===== config.mk =====
export PLATFORM = sky130hd
export DESIGN_NAME = shift_seq_ctrl_flat
export DESIGN_NICKNAME = d
export VERILOG_FILES = /design/src/rtl/shift_seq_ctrl_pkg.sv /design/src/rtl/shift_seq_ctrl_if.sv /design/src/rtl/shift_seq_ctrl_ctr.sv /design/src/rtl/shift_seq_ctrl.sv /design/src/flat_wrapper.sv
export SDC_FILE = /design/constraint.sdc
export NUM_CORES = 1
export LEC_CHECK = 0
export ABC_AREA = 1
export BUFFER_PORTS_ARGS = -buffer_cell sky130_fd_sc_hd__buf_2
export CAP_MARGIN = 30
export CORE_ASPECT_RATIO = 1.4
export CORE_MARGIN = 1
export CORE_UTILIZATION = 38
export DETAILED_ROUTE_END_ITERATION = 6
export SYNTH_ARGS = -nofsm -noshare
export SYNTH_HDL_FRONTEND = slang
export SYNTH_SLANG_ARGS = --single-unit

===== constraint.sdc =====
create_clock -name clk -period 2.9 [get_ports clk]
set_input_delay 0.435 -clock clk [delete_from_list [all_inputs] [get_ports clk]]
set_output_delay 0.435 -clock clk [all_outputs]
set_load 0.005 [all_outputs]

===== src/rtl/shift_seq_ctrl_pkg.sv =====
// Shared types and constants for the shift-register word sequencer.
package shift_seq_pkg;

  typedef enum logic [1:0] {IDLE, LOAD, SHIFT, GAP} state_t;

  localparam logic DIR_RIGHT = 1'b1;
  localparam logic DIR_LEFT  = 1'b0;

endpackage


===== src/rtl/shift_seq_ctrl_if.sv =====
// Upstream valid/ready word handshake; master produces words, slave accepts them.
interface shift_seq_ctrl_if #(
  parameter int WIDTH = 8
) ();

  logic             s_valid;
  logic             s_ready;
  logic [WIDTH-1:0] s_data;
  logic             s_dir;

  modport master (output s_valid, output s_data, output s_dir, input  s_ready);
  modport slave  (input  s_valid, input  s_data, input  s_dir, output s_ready);

endinterface


===== src/rtl/shift_seq_ctrl_ctr.sv =====
// Up-counter with synchronous clear, enable and terminal-count compare.
module shift_seq_ctr
  #(
    parameter int W = 3
  ) (
    input  logic         clk,
    input  logic         rst,
    input  logic         clr_i,
    input  logic         en_i,
    input  logic [W-1:0] tc_val_i,
    output logic         tc_o
  );

  logic [W-1:0] cnt_q, cnt_d;

  always_comb begin
    cnt_d = cnt_q;
    if (clr_i) begin
      cnt_d = '0;
    end else if (en_i) begin
      cnt_d = cnt_q + W'(1);
    end
  end

  always_ff @(posedge clk or posedge rst) begin
    if (rst) begin
      cnt_q <= '0;
    end else begin
      cnt_q <= cnt_d;
    end
  end

  assign tc_o = (cnt_q == tc_val_i);

endmodule


===== src/rtl/shift_seq_ctrl.sv =====
// Word sequencer driving a parallel-load shift register: one load, then WIDTH shifts.
// Optional inter-word idle gap is enabled by defining SHIFT_SEQ_GAP_EN.
module shift_seq_ctrl
  import shift_seq_pkg::*;
  #(
    parameter int WIDTH = 8,
    parameter int GAP   = 2
  ) (
    input  logic                 clk,
    input  logic                 rst,
    shift_seq_ctrl_if.slave      s,
    input  logic                 pause_i,
    output logic                 sr_en_shift_o,
    output logic                 sr_load_o,
    output logic                 sr_right_left_o,
    output logic [WIDTH-1:0]     sr_data_in_o,
    output logic                 bit_valid_o,
    output logic                 bit_last_o,
    output logic                 busy_o
  );

  localparam int CW = $clog2(WIDTH);
  localparam logic [CW-1:0] BIT_TC = CW'(WIDTH - 1);

  state_t           state_q, state_d;
  logic [WIDTH-1:0] hold_data_q, hold_data_d;
  logic             hold_dir_q, hold_dir_d;
  logic             bit_valid_q, bit_valid_d;
  logic             bit_last_q, bit_last_d;
  logic             bit_clr, bit_en, bit_tc;

`ifdef SHIFT_SEQ_GAP_EN
  localparam int GW = (GAP > 1) ? $clog2(GAP) : 1;
  localparam logic [GW-1:0] GAP_TC = GW'((GAP > 0) ? GAP - 1 : 0);
  logic gap_clr, gap_en, gap_tc;

  shift_seq_ctr #(.W(GW)) u_gap_ctr (
    .clk      (clk),
    .rst      (rst),
    .clr_i    (gap_clr),
    .en_i     (gap_en),
    .tc_val_i (GAP_TC),
    .tc_o     (gap_tc)
  );
`endif

  shift_seq_ctr #(.W(CW)) u_bit_ctr (
    .clk      (clk),
    .rst      (rst),
    .clr_i    (bit_clr),
    .en_i     (bit_en),
    .tc_val_i (BIT_TC),
    .tc_o     (bit_tc)
  );

  always_comb begin
    state_d       = state_q;
    hold_data_d   = hold_data_q;
    hold_dir_d    = hold_dir_q;
    sr_en_shift_o = 1'b0;
    sr_load_o     = 1'b0;
    s.s_ready     = 1'b0;
    bit_clr       = 1'b0;
    bit_en        = 1'b0;
`ifdef SHIFT_SEQ_GAP_EN
    gap_clr       = 1'b0;
    gap_en        = 1'b0;
`endif
    case (state_q)
      IDLE: begin
        s.s_ready = 1'b1;
        if (s.s_valid) begin
          hold_data_d = s.s_data;
          hold_dir_d  = s.s_dir;
          state_d     = LOAD;
        end
      end
      LOAD: begin
        if (!pause_i) begin
          sr_en_shift_o = 1'b1;
          sr_load_o     = 1'b1;
          bit_clr       = 1'b1;
          state_d       = SHIFT;
        end
      end
      SHIFT: begin
        if (!pause_i) begin
          sr_en_shift_o = 1'b1;
          bit_en        = 1'b1;
          if (bit_tc) begin
`ifdef SHIFT_SEQ_GAP_EN
            if (GAP > 0) begin
              gap_clr = 1'b1;
              state_d = shift_seq_pkg::GAP;
            end else begin
              state_d = IDLE;
            end
`else
            state_d = IDLE;
`endif
          end
        end
      end
`ifdef SHIFT_SEQ_GAP_EN
      shift_seq_pkg::GAP: begin
        gap_en = 1'b1;
        if (gap_tc) begin
          state_d = IDLE;
        end
      end
`endif
      default: state_d = IDLE;
    endcase
  end

  // Strobes line up with the shift register's registered out bit.
  assign bit_valid_d = (state_q == SHIFT) && !pause_i;
  assign bit_last_d  = bit_valid_d && bit_tc;

  always_ff @(posedge clk or posedge rst) begin
    if (rst) begin
      state_q     <= IDLE;
      hold_data_q <= '0;
      hold_dir_q  <= 1'b0;
      bit_valid_q <= 1'b0;
      bit_last_q  <= 1'b0;
    end else begin
      state_q     <= state_d;
      hold_data_q <= hold_data_d;
      hold_dir_q  <= hold_dir_d;
      bit_valid_q <= bit_valid_d;
      bit_last_q  <= bit_last_d;
    end
  end

  assign busy_o          = (state_q != IDLE);
  assign sr_data_in_o    = hold_data_q;
  assign sr_right_left_o = hold_dir_q;
  assign bit_valid_o     = bit_valid_q;
  assign bit_last_o      = bit_last_q;

endmodule


===== src/flat_wrapper.sv =====
// flat-port wrapper written by rule: the top's interface ports become plain ports
module shift_seq_ctrl_flat import shift_seq_pkg::*;
#(
    parameter int WIDTH = 8,
    parameter int GAP   = 2
  )
  (clk, rst, pause_i, sr_en_shift_o, sr_load_o, sr_right_left_o, sr_data_in_o, bit_valid_o, bit_last_o, busy_o, s_s_valid, s_s_data, s_s_dir, s_s_ready);
  shift_seq_ctrl_if #(.WIDTH(WIDTH)) s_i ();
  input  logic clk;
  input  logic rst;
  input  logic pause_i;
  output logic sr_en_shift_o;
  output logic sr_load_o;
  output logic sr_right_left_o;
  output logic [WIDTH-1:0] sr_data_in_o;
  output logic bit_valid_o;
  output logic bit_last_o;
  output logic busy_o;
  input wire logic [$bits(s_i.s_valid)-1:0] s_s_valid;
  input wire logic [$bits(s_i.s_data)-1:0] s_s_data;
  input wire logic [$bits(s_i.s_dir)-1:0] s_s_dir;
  output wire logic [$bits(s_i.s_ready)-1:0] s_s_ready;
  assign s_i.s_valid = s_s_valid;
  assign s_i.s_data = s_s_data;
  assign s_i.s_dir = s_s_dir;
  assign s_s_ready = s_i.s_ready;
  shift_seq_ctrl #(.WIDTH(WIDTH), .GAP(GAP)) u_core (.clk(clk), .rst(rst), .s(s_i), .pause_i(pause_i), .sr_en_shift_o(sr_en_shift_o), .sr_load_o(sr_load_o), .sr_right_left_o(sr_right_left_o), .sr_data_in_o(sr_data_in_o), .bit_valid_o(bit_valid_o), .bit_last_o(bit_last_o), .busy_o(busy_o));
endmodule

=== After elaboration in Yosys (flattened, before gate mapping) ===
Index checks and enable logic that the tools add are counted.
Widths: inputs -> output; s select.

* Flip-flop bits (word level): 16
* Bits of input ports: 13
* Output and inout port bits: 15
* Word-level logic and storage cells: 35

* Add/subtract/negate cells: 1
* Eq/ne operators: 7
* Multiplexer cells: 12
* Reductions and logical operators: 9

{| class="wikitable"
|+ Operators with widths
! cell !! number
|-
| $mux 2 || 4
|-
| $mux 3 || 2
|-
| $ne 2x2->1 const B || 3
|-
| $pmux 2 s3 || 1
|-
| $mux 1 || 5
|-
| $reduce_and 4->1 || 1
|-
| $reduce_bool 2->1 || 2
|-
| $add 3x1->3 const B || 1
|-
| $eq 3x3->1 const B || 1
|-
| $eq 2x1->1 const B || 1
|-
| $eq 2x2->1 const B || 1
|-
| $logic_and 1x1->1 || 2
|-
| $logic_not 2->1 || 1
|-
| $ne 2x1->1 const B || 1
|-
| $reduce_and 2->1 || 1
|-
| $reduce_or 2->1 || 1
|-
| $logic_not 1->1 || 1
|}

=== Logic depth before layout (Yosys ltp) ===
Gate-level depths: netlist of the first run.

* Word-level depth: 4
* Mapped depth: 8
* Gate-level depth less buffers: 8

=== By module ===
From an unflattened synthesis of the first run, not the netlist that was laid out.

* Cell total of the unflattened synthesis: 98
* Area, all modules: 810.8 sq um

{| class="wikitable"
|+ Modules (own cells, without submodules)
! module !! times used !! cells each !! area an instance (sq um) !! sequential area each (sq um)
|-
| shift_seq_ctrl || 1 || 74 || 628.1 || 325.3
|-
| shift_seq_ctr || 1 || 24 || 182.7 || 75.1
|}

=== Worst setup path after synthesis of the first run ===
OpenSTA, ideal clock, no wires.

* Path type: register to output
* Start: register u_core.state_q[0]
* End: output port sr_en_shift_o
* Arrival time: 0.818 ns
* Required time: 2.465 ns
* Setup slack: 1.647 ns
* Cell stages (with the launch flop): 5
* Path buffers: 0
* Cells stage by stage: dfrtp_1 inv_1 ha_1 inv_1 nor2_1

* Word-level cells in the longest chain between the ends: 3
* Elaborated cells on any way between the ends: 4
* Those cells by class: eq/ne (2); mux (1); reduce/logical (1)

{| class="wikitable"
|+ Ends and longest elaborated chain
! element !! line !! text
|-
| start, declared || shift_seq_ctrl.sv:25 || <nowiki>state_t state_q, state_d;</nowiki>
|-
| start signal, assigned || shift_seq_ctrl.sv:128 || <nowiki>state_q <= state_d;</nowiki>
|-
| $eq 2x1->1 / $eq 2x2->1 (equally long branches) || shift_seq_ctrl.sv:69 || <nowiki>case (state_q)</nowiki>
|-
| $reduce_or 2->1 (no line) * || -- ||
|-
| $mux 1 * || -- ||
|-
| end, declared || flat_wrapper.sv:12 || <nowiki>output logic sr_en_shift_o;</nowiki>
|}

Mark *: on every way between the ends. The rest lies on a longest branch, timed or not.

=== Final worst setup path of the first run ===
* Start: register u_core.state_q[0]
* End: output port busy_o

* Word-level cells in the longest chain between the ends: 1

{| class="wikitable"
|+ Ends and longest elaborated chain
! element !! line !! text
|-
| $reduce_bool 2->1 || shift_seq_ctrl.sv:136 || <nowiki>assign busy_o = (state_q != IDLE);</nowiki>
|-
| end, declared || flat_wrapper.sv:18 || <nowiki>output logic busy_o;</nowiki>
|}

No other way between the ends.

==> key figures, run 1 <==
GRT
  – Initial antenna violation count: 0
  – Global-route wire length before repair: between 2 and 2.5 mm
  – Total grt overflow: 0
  – Total Routing Usage GR: 0.161
  – Vias in the first global route: 610
  – Largest net degree at the start of global routing: 17

Logic synthesis
  – Syn nets: approximately 110
  – Syn Area/Cell: 8.72 sq um
  – Fraction of synthesized area in multiplexers: 0
  – Compound-cell area share of the yosys netlist: 0.0375
  – Async S/R FF share, synth: 1.00
  – Synth Area in Adders: 0.0979
  – Most numerous cell in the Yosys netlist: nand2_1
  – Simple-Gate Fraction of Synth Area: 0.266
  – XOR/XNOR Fraction of Synth Area: 0
  – Post-synth top cells: nand2_1 (26), dfrtp_1 (16), inv_1 (11), nand3_1 (11), ha_1 (6)
  – Synthesized area: between 700 and 800 sq um
  – Area leader, netlist: dfrtp_1
  – Sequential fraction of the synthesis area: 0.522
  – Largest family of logic cells by synthesized area: simple AND/OR/NAND/NOR gates
  – Top cells by area, synth: dfrtp_1 (52%), nand2_1 (13%), ha_1 (9.8%)
  – Unique masters post-synth: 13
  – Warnings, synthesis: 0
  – Mapped Cells: between 80 and 90
  – Yosys top cell area share: 0.522
  – #FFs+latches synth: 16
  – Post-synth EDFFs: 0
  – Most common flop cell mapped by yosys: dfrtp_1

Floorplan
  – Core Rows: 18
  – Die height: 55.2 um
  – Die outline width: 40.0 um
  – Core ar.: 0.00182 sq mm
  – Io pins: 28
  – Total Die Area: 0.00220 sq mm
  – Initial core utilization: 0.420

Hold path
  – Worst Hold Class: in -> async

Worst setup path
  – RR Startpoint: u_core.state_q[0]
  – Worst Setup End Kind: output port
  – WS Path Type: reg -> out
  – Maximum fanout along the worst path: 13
  – Startpoint Class: flop
  – CP startpoint: u_core.state_q[0]
  – Worst EP arrival: between 1000 and 1500 ps
  – CP required: roughly 2500 ps

Clocking
  – Clock Latency Late Sink: 280 ps
  – Clock Root Buffer: clkbuf_4
  – Max clock buf depth: 2
  – H-tree levels: 1
  – Setup Fix Bufs, Post-CTS: 0
  – Post-CTS Hold Buffers: 0
  – TritonCTS Sinks: 16
  – TritonCTS Buffers: 3
  – CTS tree: built
  – PostCTS Resize Cnt: 0
  – Clock-pin slew on the worst setup and hold paths: 90 ps

Drt
  – DR vias: between 600 and 700
  – Drt total wl: 1.45 mm
  – Antenna-violating nets left: 0
  – Initial DRT Pass Iterations: 4
  – Routed WL per cell: 10.6 um
  – Via density: 4.65
  – DRC: 0
  – Initial DRC Count: 4

Finish
  – Area delta synth->final: 22.5%
  – Filler Cell Count: 188
  – Nets: 137
  – Fraction of layout cells with a size suffix above 1: 0.328
  – # diodes: 0

Timing
  – Endpoints failing setup: 0
  – Worst-margin pin slew: 600 ps
  – Fin. Hold Viols: 0
  – Hold WS: 203 ps
  – Slew headroom: 0.599
  – TNS Setup: 0 ps
  – RSZ-0062 raised after global routing: false
  – Final worst-path cycle share: 0.657
  – Max-slew violation total from the final report: 0
  – Final min period: between 1500 and 2000 ps
  – Max Clock Freq: 0.525 GHz
  – Clock skew: 6.62 ps

Power
  – Comb pwr share: 0.445
  – Flop pwr share: 0.420
  – Peak VDD IR: 438 uV
  – Sw Ratio: 0.388
  – Pwr dens: 900 mW/mm^2
  – Psw: roughly 0.33 mW
  – Power share of the clock group: 0.134
  – P_leak: 0.571 nW
  – Power Internal: ~0.52 mW

Place
  – Hpwl dp: 1.12 mm
  – Routability congestion estimate from global placement: 0.680
  – Port Buffer Count: 27

Flow run
  – Max Cap Viol: 0

Status
  – Status: complete, no violations
-- area by class of cell --
type	count	area, sq um	area share
sequential	16	400	0.426
multi-input combinational	57	308	0.328
timing repair buffer	27	135	0.144
inverter	13	48.8	0.0519
tap	20	25.0	0.0266
clock buffer	3	22.5	0.0240
-- stage by stage --
| step | cell area [sq um] | setup slack [ps] | std cells | util | power (mW) |
|---|---|---|---|---|---|
| 6_report | 940 | 995 | 136 | 0.515 | 0.845 |
| 5_1_grt | 940 | 851 | 136 | 0.515 | 0.943 |
| 4_1_cts | 940 | 977 | 136 | 0.515 | 0.863 |
| 3_5_place_dp | 917 | 1310 | 133 | 0.503 | 0.742 |
| 3_3_place_gp | 917 | 1340 | 133 | 0.503 | 0.734 |
| 2_1_floorplan | 767 | 1650 | 88 | - | 0.603 |
-- routing by layer --
layer / vias to the layer above / part of all wire / track usage
li1: 326 / - / -
met1: 281 / 0.43 / 0.183
met2: 23 / 0.47 / 0.269
met3: 2 / 0.097 / 0.0400
met4: 0 / 0.0048 / 0.0862
met5: - / 0 / 0
-- placed cells by master, fill, tap and decap left out --
| cell | instances |
|---|---|
| inv_2 | 2 |
| nor2_1 | 4 |
| ha_1 | 6 |
| nand3_1 | 11 |
| dfrtp_1 | 16 |
| o21ai_2 | 1 |
| nand2_4 | 1 |
| o21ai_1 | 4 |
| nand2_2 | 2 |
| clkbuf_4 | 3 |
| buf_2 | 27 |
| nor2_2 | 2 |
| inv_1 | 11 |
| nand2_1 | 26 |
-- kinds of logic after synthesis --
| group | count (synthesis) |
|---|---|
| AOI/OAI and AO/OA | 5 |
| adders and majority gates | 6 |
| buffers and inverters | 15 |
| DFF | 16 |
| and+or+nand+nor | 46 |
-- power groups by stage --
stage / registers [mW] / clock network, mW / logic, mW
6_report: 0.355 / 0.114 / 0.376
5_1_grt: 0.369 / 0.129 / 0.446
4_1_cts: 0.358 / 0.122 / 0.383
3_5_place_dp: 0.362 / 0 / 0.380
3_3_place_gp: 0.357 / 0 / 0.377
2_1_floorplan: 0.365 / 0 / 0.238
-- flip-flops by register name, summed over array words and instances, names as in the netlist --
register	count
u_core.sr_data_in_o	8
u_core.u_bit_ctr.cnt_q	3
u_core.state_q	2
u_core.bit_last_o	1
u_core.bit_valid_o	1
u_core.sr_right_left_o	1
-- final timing paths --
kind                                           to  cells after the start  slack (ps)
max                                        busy_o                      4         990
min reg2reg                u_core.sr_data_in_o[7]                      2         470
max reg2reg                     u_core.state_q[1]                      7        1420
min                        u_core.sr_data_in_o[4]                      2         200
min in group clk           u_core.sr_data_in_o[6]                      3         380
max in group asynchronous  u_core.sr_data_in_o[6]                      2        2300
-- worst max-delay path, cell delays in order (launching register included) --
cell,delay (ps)
dfrtp_1,420
inv_1,100
ha_1,430
inv_1,100
buf_2,140
Note: power is estimated with default switching activity, not from simulation.
==> inputs of run 2 (changes only) <==
--- a/config.mk
+++ b/config.mk
@@ -12,6 +12,7 @@
 export CORE_MARGIN = 1
 export CORE_UTILIZATION = 38
 export DETAILED_ROUTE_END_ITERATION = 6
+export PLACE_DENSITY = 0.66
 export SYNTH_ARGS = -nofsm -noshare
 export SYNTH_HDL_FRONTEND = slang
 export SYNTH_SLANG_ARGS = --single-unit
==> constraint.sdc (replaced) <==
create_clock -name clk -period 1.6 [get_ports clk]
set_input_delay 0.24 -clock clk [delete_from_list [all_inputs] [get_ports clk]]
set_output_delay 0.24 -clock clk [all_outputs]
set_load 0.005 [all_outputs]
==> key figures, run 2 (synthesis results as in run 1) <==
Finish
  – Area of the multi-input gates: 310 sq um (+0.81%)
  – Max FFs per register: 8 (unchanged)
  – Commonest non-fill, non-tap cell in the layout: buf_2
  – Finished Cell Area: 971 sq um (+3.3%)
  – Fraction of layout cells with a size suffix above 1: 0.361 (+0.0338)
  – Register Area: 400 sq um (unchanged)
  – Most frequent cells in the layout: buf_2 (27), nand2_1 (26), dfrtp_1 (16)
  – Area delta synth->final: 26.6%
  – Nets: 139 (+1.5%)
  – Filler Cell Count: 185 (-1.6%)
  – # diodes: 0 (unchanged)

Clocking
  – TritonCTS Sinks: 16 (unchanged)
  – Clock Root Buffer: clkbuf_4
  – Clock-pin slew on the worst setup and hold paths: 90 ps (about the same)
  – Post-CTS Hold Buffers: 0 (unchanged)
  – H-tree levels: 1 (unchanged)
  – Max clock buf depth: 2 (unchanged)
  – Clock Latency Late Sink: 280 ps (about the same)
  – CTS tree: built
  – TritonCTS Buffers: 3 (unchanged)

Hold path
  – Worst Hold Class: in -> async

Power
  – P_leak: 0.586 nW (+2.7%)
  – Pwr dens: 1690 mW/mm^2 (+88%)
  – Peak VDD IR: 1020 uV (+130%)
  – Design Power: 1.64 mW (+94%)

Timing
  – TNS Setup: 0 ps (unchanged)
  – Final worst-path cycle share: 0.928
  – Fin. Hold Viols: 0 (unchanged)
  – Final min period: 1490 ps
  – Max Clock Freq: slightly below 0.7 GHz
  – Endpoints failing setup: 0 (unchanged)
  – Worst-margin pin slew: 603 ps (+2.47 ps)
  – RSZ-0062 raised after global routing: false
  – Max-slew violation total from the final report: 0 (unchanged)
  – Slew headroom: 0.598 (-0.00165)
  – Clock skew: 1.39 ps (-5.23 ps)

GRT
  – Largest net degree at the start of global routing: 17 (unchanged)
  – Vias in the first global route: 528 (-13%)
  – Initial antenna violation count: 0 (unchanged)
  – Global-route wire length before repair: 2.18 mm (-10%)
  – Total grt overflow: 0 (unchanged)
  – Total Routing Usage GR: 0.148 (-0.0130)

Flow run
  – Max Cap Viol: 0 (unchanged)

Drt
  – Antenna-violating nets left: 0 (unchanged)
  – DR vias: 645 (+2.1%)
  – Initial DRC Count: 9 (+5)
  – Routed WL per cell: 10.9 um (+2.4%)
  – Drt total wl: 1.51 mm (+4.7%)
  – Initial DRT Pass Iterations: 4 (unchanged)
  – DRC: 0 (unchanged)
  – Via density: 4.64 (-0.15%)

Floorplan
  – Die height: 55.2 um (unchanged)
  – Core ar.: 0.00182 sq mm (unchanged)
  – Core Rows: 18 (unchanged)
  – Initial core utilization: 0.420 (unchanged)
  – Die outline width: 40.0 um (unchanged)
  – Total Die Area: 0.00220 sq mm (unchanged)
  – Io pins: 28 (unchanged)

Worst setup path
  – WS Path Type: reg -> out
  – Maximum fanout along the worst path: 3 (-10)
  – Worst Setup End Kind: output port
  – Worst EP arrival: 1250 ps (-220 ps)
  – Startpoint Class: flop
  – CP required: 1360 ps (-1110 ps)

Place
  – Hpwl dp: 1.16 mm (+2.8%)
  – Routability congestion estimate from global placement: 0.751 (+11%)
  – Port Buffer Count: 27 (unchanged)
  – Placement Cell Area: 925 sq um (+0.82%)

Status
  – Status: complete, no violations
run 2: cell types whose count changed in the layout (fill, tap and decap cells not counted), sizes merged:
cell | previous run | this run
buf | 27 | 29
clkbuf | 3 | 4
run 2: per-stage QoR:
step	util	worst slack, ps	std cells	hold slack [ps]
6_report	0.532	115	139	10.2
5_1_grt	0.532	1.98	139	56.3
4_1_cts	0.527	60.3	138	33.0
2_1_floorplan	-	410	88	154
3_3_place_gp	0.507	388	134	338
3_5_place_dp	0.507	308	134	355
run 2: path summary, 6_finish.rpt:
check                                         endpoint                    from  slack (ps)  depth (start not counted)
worst min register to register  u_core.sr_data_in_o[6]  u_core.sr_data_in_o[6]         480                          2
worst max register to register       u_core.state_q[1]       u_core.state_q[0]         320                          8
min in group clk                u_core.sr_data_in_o[6]             s_s_data[6]         180                          3
worst min-delay path                u_core.bit_valid_o                     rst          10                          2
worst max-delay path                     sr_en_shift_o       u_core.state_q[0]         110                          5
max in group asynchronous            u_core.state_q[1]                     rst        1200                          2
run 2: what timing repair did:
| item | 4_1_cts | 5_1_grt |
|---|---|---|
| setup buffers | 0 | 1 |
| endpoints found under the hold margin | 0 | 0 |
| setup endpoints to repair | 0 | 3 |
| resized for setup | 0 | 2 |
run 2: per-layer routing:
metal / part of all wire / GRT usage / wire length (um) / vias to the layer above
li1: - / - / - / 331
met1: 0.43 / 0.178 / 651 / 294
met2: 0.51 / 0.250 / 773 / 18
met3: 0.050 / 0.0240 / 76 / 2
met4: 0.0079 / 0.0690 / 12 / 0
met5: 0 / 0 / 0 / -
run 2: layout make-up:
class | count | share of cell area
repair buffers | 29 | 0.155
multi-input cells | 57 | 0.320
well taps | 20 | 0.0258
clock buffers | 4 | 0.0374
inverters | 13 | 0.0503
flip-flops and latches | 16 | 0.412
run 2: power breakdown:
group / switching [mW] / internal (mW)
clock network: 0.126 / 0.138
registers: 0.0833 / 0.563
logic: 0.411 / 0.320
total: 0.620 / 1.02
run 2: worst max-delay path, stage by stage, from the launching register on:
cell     delay [ps]
dfrtp_1         390
inv_1            80
ha_1            280
inv_1            40
nor2_1           70
buf_2           110
